--- config.mk ---
export PLATFORM = sky130hd
export DESIGN_NAME = fetch_ctrl
export DESIGN_NICKNAME = d
export VERILOG_FILES = /design/src/rtl/mips_pkg.sv /design/src/rtl/fetch_ctrl.sv
export SDC_FILE = /design/constraint.sdc
export NUM_CORES = 1
export LEC_CHECK = 0
export CORE_UTILIZATION = 35
export CTS_CLUSTER_DIAMETER = 60
export DETAILED_ROUTE_END_ITERATION = 7
export DONT_BUFFER_PORTS = 1
export GPL_TIMING_DRIVEN = 0
export PLACE_DENSITY = 0.49
export SYNTH_ARGS = -nofsm -noshare
export SYNTH_HDL_FRONTEND = slang
export SYNTH_SLANG_ARGS = --single-unit
--- constraint.sdc ---
create_clock -name clk -period 3.2 [get_ports clk]
set_input_delay 0.32 -clock clk [delete_from_list [all_inputs] [get_ports clk]]
set_output_delay 0.32 -clock clk [all_outputs]
set_load 0.01 [all_outputs]
--- src/rtl/mips_pkg.sv ---
// Shared definitions for the MIPS pipeline front end: fetch state encoding
// and the architectural constants the IF stage depends on.
package mips_pkg;

  typedef enum logic [1:0] {
    REQ  = 2'd0,
    WAIT = 2'd1,
    HOLD = 2'd2,
    DROP = 2'd3
  } fetch_state_t;

  localparam logic [31:0] RESET_PC_DEFAULT = 32'h0040_0000;
  localparam logic [31:0] INSTR_BYTES      = 32'd4;

endpackage

--- src/rtl/fetch_ctrl.sv ---
// IF-stage fetch controller: single-outstanding instruction memory requests,
// an output register held until decode accepts, and redirect/flush handling.
module fetch_ctrl
  import mips_pkg::*;
#(
  parameter logic [31:0] RESET_PC = RESET_PC_DEFAULT
) (
  input  logic        clk,
  input  logic        reset,
  input  logic        stall,
  input  logic        redirect_valid,
  input  logic [31:0] redirect_pc,
  output logic        imem_req,
  output logic [31:0] imem_addr,
  input  logic        imem_gnt,
  input  logic        imem_rvalid,
  input  logic [31:0] imem_rdata,
  output logic        if_valid,
  output logic [31:0] if_pc,
  output logic [31:0] if_instr
);

  fetch_state_t state_reg, state_next;
  logic [31:0]  fetch_pc_reg, fetch_pc_next;
  logic         if_valid_reg, if_valid_next;
  logic [31:0]  if_pc_reg, if_pc_next;
  logic [31:0]  if_instr_reg, if_instr_next;

  always_ff @(posedge clk) begin
    if (reset) begin
      state_reg    <= REQ;
      fetch_pc_reg <= RESET_PC;
      if_valid_reg <= 1'b0;
      if_pc_reg    <= RESET_PC;
      if_instr_reg <= 32'd0;
    end else begin
      state_reg    <= state_next;
      fetch_pc_reg <= fetch_pc_next;
      if_valid_reg <= if_valid_next;
      if_pc_reg    <= if_pc_next;
      if_instr_reg <= if_instr_next;
    end
  end

  always_comb begin
    state_next    = state_reg;
    fetch_pc_next = fetch_pc_reg;
    if_valid_next = if_valid_reg;
    if_pc_next    = if_pc_reg;
    if_instr_next = if_instr_reg;

    case (state_reg)
      REQ: begin
        if (imem_gnt) state_next = WAIT;
      end
      WAIT: begin
        if (imem_rvalid) begin
          if_instr_next = imem_rdata;
          if_pc_next    = fetch_pc_reg;
          if_valid_next = 1'b1;
          fetch_pc_next = fetch_pc_reg + INSTR_BYTES;
          state_next    = HOLD;
        end
      end
      HOLD: begin
        if (if_valid_reg && !stall) begin
          if_valid_next = 1'b0;
          state_next    = REQ;
        end
      end
      DROP: begin
        if (imem_rvalid) state_next = REQ;
      end
      default: state_next = REQ;
    endcase

    // A redirect wins over everything; an accepted-but-unanswered request
    // must still be drained through DROP so its response is not mistaken.
    if (redirect_valid) begin
      fetch_pc_next = redirect_pc & ~32'd3;
      if_valid_next = 1'b0;
      if_pc_next    = if_pc_reg;
      if_instr_next = if_instr_reg;
      case (state_reg)
        REQ:     state_next = imem_gnt    ? DROP : REQ;
        WAIT:    state_next = imem_rvalid ? REQ  : DROP;
        HOLD:    state_next = REQ;
        DROP:    state_next = imem_rvalid ? REQ  : DROP;
        default: state_next = REQ;
      endcase
    end
  end

  assign imem_req  = (state_reg == REQ);
  assign imem_addr = fetch_pc_reg;
  assign if_valid  = if_valid_reg;
  assign if_pc     = if_pc_reg;
  assign if_instr  = if_instr_reg;

endmodule

==> impl_metrics.toml, run 1 <==
[placed_design]
dp.cells = 645
hpwl_um = 8640
gp_congestion = 0.758
portBuffers = 0
dp_slack_ns = 0.700
placed_area_um2 = 4190

[sta]
fmax_mhz = 389
rsz0062_at_grt = "no"
setup_violations = 0
maxSlewViolCount = 0
worst_pin_slew_ns = 0.882
hold_viol_final = 0
fin_tns_setup_ns = 0
skew_ns = 0.00888
post-route-period-util_pct = 80.3
slew_headroom_pct = 40.7
post-route-min-period_ns = 2.57
worst_hold_slack_ns = 0.111
finalWorstSetupSlack_ns = 0.631

[worst_setup_path]
cp_num_cells = 5
critPathLaunchType = "flop"
rr_worst_depth = 5
worstPathRequired_ns = 3.40
critPathBufInv = 0
critPathLaunch = "imem_addr[2]"
critPathMaxFanout = 7
cp.arrival_ns = 2.77
slowest_delay_ns = 0.77
reg2reg_from = "imem_addr[2]"
crit_path_top_delay_cell = "nor3_1"
worst_setup_path_end_kind = "flop"
crit_path_end = "imem_addr[12]"
crit_family = "simple AND/OR/NAND/NOR gates"
cp_cell_sequence = "ha_1, nand4_1, nor3_1, a211oi_1, a2111oi_0"
r2r_setup_slack_ns = 0.63
r2r_end = "imem_addr[12]"
crit_type = "reg -> reg"

[flow_run]
cap_viol_max_count = 0

[grt]
grt_pass1_vias = 3249
antenna_found_initial = 0
overflow = 0
grt_pass1_wl_um = 17700
grtUsageTotal_pct = 20.0
grt_max_degree = 15

[power]
p_leak_nw = 1.49
power_density_nw_per_um2 = 590
peakVddDrop_uv = 218
power_mw = 2.68

[detailed_routing]
dr.first_iter.drc_count = 203
ant_nets = 0
vias = 3432
wl_per_cell_um = 17.5
drcViolationCount = 0
via_per_inst = 5.19
routed_wl_um = 11600
drt_pass1_iterations = 4

[floorplan]
die_w_um = 109
std_cell_rows = 38
ios = 168
core-area_um2 = 11000
die_h_um = 109
initial_core_util_pct = 36.5
die_area_um2 = 11900

[clock_network]
postCtsHoldBufs = 0
post_cts_buffers = 0
cts_buffer_depth = 2
clock_sinks = 95
cts-root-buf = "clkbuf_16"
h-tree-depth = 3
cts_resized = 0
path_clk_slew_ns = 0.07
cts_tree = "yes"
insertion_delay_ns = 0.34
cts_made_buffers = 9

[layout]
final_cell_mix = "nand2_1, dfxtp_1, a21oi_1"
fin_nets = 587
num_antenna_cells = 0
syn_to_final_growth_pct = 13.2
drive_above_1_share_pct = 6.14
layout.cells.most_common = "nand2_1"
largest_register_ffs = 32
final_cells = 661
final_util_pct = 41.3
finalInstanceArea_um2 = 4540

[yosys]
syn-cell-area_um2 = 4010
synth_cells = 502
synth_cell_types = 44
ys_ff_latch = 95
synth.avg_cell_area_um2 = 7.98
synth_warnings = 0
ys_seq_area_share_pct = 47.5

[min_path]
hold_class = "in -> reg"

[status]
outcome = "finished clean"
worst min path at each step:
stage | from | end | slack [ns] | cells past startpoint
2_1_floorplan | imem_rdata[0] | if_instr[0] | 0.46 | 2
3_3_place_gp | imem_rdata[30] | if_instr[30] | 0.46 | 2
3_5_place_dp | imem_rdata[19] | if_instr[19] | 0.46 | 2
4_1_cts | imem_rdata[19] | if_instr[19] | 0.1 | 2
5_1_grt | imem_rdata[13] | if_instr[13] | 0.10 | 2
6_report | imem_rdata[13] | if_instr[13] | 0.11 | 2
Yosys cell counts (all sizes together):
cell     number  area share (%)
a311oi        7             1.5
o2bb2ai       1            0.22
nor4b         1            0.22
a2111oi       1            0.22
xor2          9             2.0
o31ai         2            0.37
nand3        13             2.1
dfxtp        95              47
and3          1            0.16
nor3         10             1.5
a21oi        69             8.6
mux2i         3            0.75
or3           6            0.97
nor4          3            0.84
clkbuf       29             2.7
nor2b         2            0.31
ha            1            0.31
conb          1           0.094
a221oi        2            0.44
a31o          1            0.22
buf          10             1.5
nand2       142              13
o22a          1            0.22
inv           6            0.56
o21ai         8             1.0
and4          3            0.69
nor2         33             3.1
and2          1            0.16
nand4        11             2.5
or4           3            0.56
and3b         1            0.22
nand3b        2            0.37
a211oi       14             2.6
xnor2        10             2.2
power breakdown:
group	total, mW	switching [mW]	internal (mW)
sequential	1.30	0.0774	1.22
combinational	0.162	0.104	0.0573
clock	1.22	0.445	0.771
total	2.68	0.626	2.05
cells by family (layout without fill, tap and decap cells):
group           after synthesis  count (layout)  share of synthesized area [%]
compound gates              106             106                           15.5
xor+xnor                     19              19                           4.15
fa+ha+maj                     1               1                          0.312
buf+inv                      45              61                           4.78
flops                        95              95                           47.5
mux                           3               3                          0.750
other cells                   1               4                         0.0936
simple gates                232             232                           27.0
area by class of cell:
class | count | area [µm²]
clock inverter | 2 | 60.1
tap | 140 | 175
clock buffer | 14 | 284
fill | 1150 | 6450
sequential | 95 | 1900
inverter | 6 | 22.5
multi-input combinational | 365 | 1920
buffer | 39 | 169
per-layer routing:
layer  track usage [%]  vias up  wire length [µm]
met5                 0        -                 0
met2              31.3      119              5310
met4              6.66        0               123
met1              25.5     1576              4890
met3              6.99        8              1250
li1                  -     1729                 -
(Power assumes the default switching activity.)
==> run 2, diff against run 1 <==
--- a/config.mk
+++ b/config.mk
@@ -10,7 +10,7 @@
 export DETAILED_ROUTE_END_ITERATION = 7
 export DONT_BUFFER_PORTS = 1
 export GPL_TIMING_DRIVEN = 0
-export PLACE_DENSITY = 0.49
+export PLACE_DENSITY = 0.51
 export SYNTH_ARGS = -nofsm -noshare
 export SYNTH_HDL_FRONTEND = slang
 export SYNTH_SLANG_ARGS = --single-unit
==> constraint.sdc (replaced) <==
create_clock -name clk -period 2.35 [get_ports clk]
set_input_delay 0.235 -clock clk [delete_from_list [all_inputs] [get_ports clk]]
set_output_delay 0.235 -clock clk [all_outputs]
set_load 0.01 [all_outputs]
==> run 2 against run 1 <==
Routed wire length rose by 3.8%. Combinational power increased by 38%. Die area did not move. Clock power rose by 18%. Hold slack got worse by 0.097 ns. Largest power group unchanged.
==> impl_metrics.toml, run 2 (synthesized netlist as in run 1, its figures left out) <==
[clock_network]
cts-root-buf = "clkbuf_16"
clock_sinks = 95
cts_made_buffers = 9
cts_tree = "yes"
postCtsHoldBufs = 0
path_clk_slew_ns = 0.06
h-tree-depth = 3
insertion_delay_ns = 0.35
cts_buffer_depth = 2

[sta]
fin_tns_setup_ns = 0
worst_hold_slack_ns = 0.0142
slew_headroom_pct = 52.1
post-route-min-period_ns = 2.22
fmax_mhz = 450
hold_viol_final = 0
setup_violations = 0
post-route-period-util_pct = 94.7
rsz0062_at_grt = "no"
skew_ns = 0.0127
worst_pin_slew_ns = 0.718
maxSlewViolCount = 0

[status]
outcome = "finished clean"

[worst_setup_path]
worstPathRequired_ns = 2.61
slowest_delay_ns = 0.50
cp.arrival_ns = 2.49
cp_cell_sequence = "ha_1, nand4_1, or3_1, or4_1, a311oi_1"
crit_type = "reg -> reg"
critPathLaunchType = "flop"
reg2reg_from = "imem_addr[3]"
critPathLaunch = "imem_addr[3]"
worst_setup_path_end_kind = "flop"
crit_path_top_delay_cell = "dfxtp_1"
critPathMaxFanout = 6

[power]
p_comb_share_pct = 6.5
p_seq_share_pct = 51.6
power_density_nw_per_um2 = 760
power.switching_mw = 0.865
pwr-share-clk_pct = 42.0
intPower_mw = 2.57
peakVddDrop_uv = 466
p_leak_nw = 1.49
swShare_pct = 25.2

[layout]
multi_input_area_um2 = 1930
final_cells = 665
drive_above_1_share_pct = 7.24
syn_to_final_growth_pct = 12.9
seq_area_um2 = 1900
num_antenna_cells = 0
finalInstanceArea_um2 = 4520
fin_nets = 591
layout.cells.most_common = "nand2_1"
final_cell_mix = "nand2_1, dfxtp_1, a21oi_1"
largest_register_ffs = 32
fillers = 1162
final_util_pct = 41.2

[min_path]
hold_class = "in -> reg"
min_from = "imem_rdata[27]"

[detailed_routing]
dr.first_iter.drc_count = 217
routed_wl_um = 12000
drcViolationCount = 0
ant_nets = 0
wl_per_cell_um = 18.1
drt_pass1_iterations = 4
via_per_inst = 5.26
vias = 3499

[grt]
grtUsageTotal_pct = 20.6
antenna_found_initial = 0
overflow = 0
grt_max_degree = 15
grt_pass1_wl_um = 17900
grt_pass1_vias = 3235

[floorplan]
initial_core_util_pct = 36.5
die_area_um2 = 11900
ios = 168
die_h_um = 109
std_cell_rows = 38
die_w_um = 109
core-area_um2 = 11000

[placed_design]
placed_area_um2 = 4190
portBuffers = 0
dp.cells = 645
gp_congestion = 0.781
hpwl_um = 8760

[flow_run]
cap_viol_max_count = 0
==> run 2: metrics by stage <==
step | worst slack [ns] | total power [mW]
floorplan | 0.352 | 1.95
global placement | -0.144 | 2.03
detailed placement | -0.172 | 2.03
CTS | 0.104 | 3.47
global route | 0.00211 | 3.58
finish | 0.126 | 3.44
==> run 2: per-layer routing <==
| layer | global-route usage, % | up-vias | share of wire, % |
|---|---|---|---|
| met5 | 0 | - | 0 |
| met4 | 6.08 | 0 | 0.90 |
| li1 | - | 1738 | - |
| met1 | 24.8 | 1620 | 42 |
| met2 | 34.0 | 133 | 48 |
| met3 | 7.83 | 8 | 9.0 |
==> run 2: worst paths after layout <==
kind | endpoint | slack (ns) | cells after the start
hold / removal | if_instr[27] | 0.01 | 2
setup reg to reg | imem_addr[30] | 0.13 | 5
setup / recovery | imem_addr[30] | 0.13 | 5
hold reg to reg | if_instr[8] | 0.50 | 2
==> run 2: layout make-up <==
class / instances / share of cell area (%)
inverters: 6 / 0.498
repair buffers: 4 / 0.664
flip-flops and latches: 95 / 42.1
clock buffers: 13 / 6.20
clock inverters: 3 / 0.332
well taps: 140 / 3.87
plain buffers: 39 / 3.74
multi-input cells: 365 / 42.6
==> run 2: timing repair <==
| item | in CTS | in global routing |
|---|---|---|
| resized for setup | 1 | 0 |
| endpoints found under the setup margin | 7 | 1 |
| pin swaps | 0 | 1 |
| buffers inserted | 2 | 2 |
| gates cloned | 0 | 0 |
==> run 2: worst max-delay path, delay by kind of cell (launching register included) <==
family / cells / cell delay (ns)
AND/OR/NAND/NOR: 3 / 1.12
flip-flops: 1 / 0.50
adder cells (fa/ha/maj): 1 / 0.26
AO/OA/AOI/OAI: 1 / 0.24
==> run 2: power by group through the flow <==
stage / Clock, mW / Combinational, mW / Sequential, mW
4_1_cts: 1.47 / 0.225 / 1.77
5_1_grt: 1.55 / 0.251 / 1.78
3_3_place_gp: 0 / 0.219 / 1.81
6_report: 1.44 / 0.223 / 1.77
3_5_place_dp: 0 / 0.223 / 1.81
2_1_floorplan: 0 / 0.170 / 1.78
==> run 3, diff against run 2 <==
--- a/config.mk
+++ b/config.mk
@@ -9,8 +9,8 @@
 export CTS_CLUSTER_DIAMETER = 60
 export DETAILED_ROUTE_END_ITERATION = 7
 export DONT_BUFFER_PORTS = 1
-export GPL_TIMING_DRIVEN = 0
 export PLACE_DENSITY = 0.51
+export SLEW_MARGIN = 10
 export SYNTH_ARGS = -nofsm -noshare
 export SYNTH_HDL_FRONTEND = slang
 export SYNTH_SLANG_ARGS = --single-unit
==> run 3 against run 2 <==
Fmax up 4.2%. Cell count down 3.0%. Routed wire length down 9.3%. Critical path depth unchanged. Sequential share of layout area down 0.66 points. Worst setup slack better by 0.089 ns. Flip-flop and latch count unchanged. Clock power up 22%. First-iteration DRC count down 6.9%. Critical path type unchanged. Largest cell class unchanged.
==> impl_metrics.toml, run 3 (synthesized netlist as in run 1, its figures left out) <==
[worst_setup_path]
critPathLaunchType = "flop"
slowest_delay_ns = 0.50
worstPathRequired_ns = 2.59
worst_setup_path_end_kind = "flop"
cp.arrival_ns = 2.38
crit_type = "reg -> reg"
cp_cell_sequence = "nand3b_1, buf_4, or3_1, or4_1, a311oi_1"
crit_path_top_delay_cell = "or4_1"
critPathMaxFanout = 10

[clock_network]
post_cts_buffers = 0
cts_tree = "yes"
cts_buffer_depth = 2
postCtsHoldBufs = 3
clock_sinks = 95
cts_resized = 0
cts-root-buf = "clkbuf_16"
path_clk_slew_ns = 0.07
insertion_delay_ns = 0.34
cts_made_buffers = 9
h-tree-depth = 3

[layout]
syn_to_final_growth_pct = 14.7
largest_register_ffs = 32
finalInstanceArea_um2 = 4590
num_antenna_cells = 0
drive_above_1_share_pct = 9.31
final_cell_mix = "nand2_1, dfxtp_1, a21oi_1"
fin_nets = 573
final_cells = 645
layout.cells.most_common = "nand2_1"

[floorplan]
core-area_um2 = 11000
std_cell_rows = 38
die_w_um = 109
initial_core_util_pct = 36.5
ios = 168
die_h_um = 109
die_area_um2 = 11900

[sta]
fin_tns_setup_ns = 0
slew_headroom_pct = 53.6
post-route-min-period_ns = 2.14
skew_ns = 0.00751
setup_violations = 0
maxSlewViolCount = 0
rsz0062_at_grt = "no"
hold_viol_final = 0
worst_pin_slew_ns = 0.695
post-route-period-util_pct = 90.9
fmax_mhz = 468

[detailed_routing]
via_per_inst = 5.34
top_layer = "met4"
met2_length_um = 5010
routed_wl_um = 10900
dr.first_iter.drc_count = 202
vias = 3445
ant_nets = 0
drt_pass1_iterations = 4
route.met3.wl_um = 814
drcViolationCount = 0
wl_met1_um = 4930
wl_per_cell_um = 16.9

[power]
power.switching_mw = 0.842
p_seq_share_pct = 46.9
power_density_nw_per_um2 = 813
pwr-share-clk_pct = 46.8
p_comb_share_pct = 6.4
swShare_pct = 22.6
intPower_mw = 2.89
peakVddDrop_uv = 400
p_leak_nw = 1.55

[status]
outcome = "finished clean"

[placed_design]
portBuffers = 0
placed_area_um2 = 4200
hpwl_um = 7380
dp.cells = 628
gp_congestion = 0.781

[grt]
overflow = 0
grt_pass1_vias = 3151
antenna_found_initial = 0
grt_pass1_wl_um = 16500
grt_max_degree = 92
grtUsageTotal_pct = 18.3

[min_path]
hold_class = "in -> reg"

[flow_run]
cap_viol_max_count = 0
[run 3: cell count changes in the layout (fill, tap and decap cells not counted), moves of 2 or more]
| cell | delta |
|---|---|
| dlygate4sd3_1 | +2 |
| buf_1 | -3 |
| clkbuf_1 | -27 |
| clkinv_2 | -3 |
| bufinv_16 | +4 |
| buf_4 | +13 |
| clkbuf_8 | -4 |
| buf_2 | -2 |
[run 3: layout make-up]
cell class	count	area [µm²]
inverter	6	22.5
fill	1136	6390
timing repair buffer	25	213
clock inverter	4	120
sequential	95	1900
tap	140	175
clock buffer	10	229
multi-input combinational	365	1930
[run 3: power by group through the flow]
stage                     Clock (mW)  Combinational (mW)  Sequential [mW]
after floorplan                    0               0.170             1.78
after CTS                       1.78               0.241             1.75
after global placement             0               0.203             1.79
final                           1.75               0.238             1.75
after global routing            1.85               0.265             1.76
after detailed placement           0               0.207             1.79
[run 3: routing by layer]
metal	global-route usage (%)	vias to the layer above
li1	-	1700
met1	23.4	1623
met2	29.7	112
met3	5.62	10
met4	5.31	0
met5	0	-
[run 3: metrics by stage]
stage	total power [mW]	setup slack (ns)	hold slack, ns	utilization, %
5_1_grt	3.88	0.103	0.0106	41.8
6_report	3.74	0.215	0.0173	41.8
2_1_floorplan	1.95	0.352	0.371	-
4_1_cts	3.78	0.215	0.000504	41.8
3_3_place_gp	1.99	0.290	0.311	38.2
3_5_place_dp	2.00	0.236	0.316	38.2
[run 3: path summary, 6_finish.rpt]
path | from | endpoint | slack, ns | cells after the start
max | state_reg[0] | imem_addr[30] | 0.21 | 5
min | redirect_valid | imem_addr[15] | 0.02 | 1
max reg2reg | state_reg[0] | imem_addr[30] | 0.21 | 5
min reg2reg | if_pc[26] | if_pc[26] | 0.50 | 2
[run 3: worst max-delay path, delay by kind of cell, from the launching register on]
family          cells  cell delay [ns]
flops               1             0.46
buf+inv             1             0.21
simple gates        3             1.12
compound gates      1             0.26
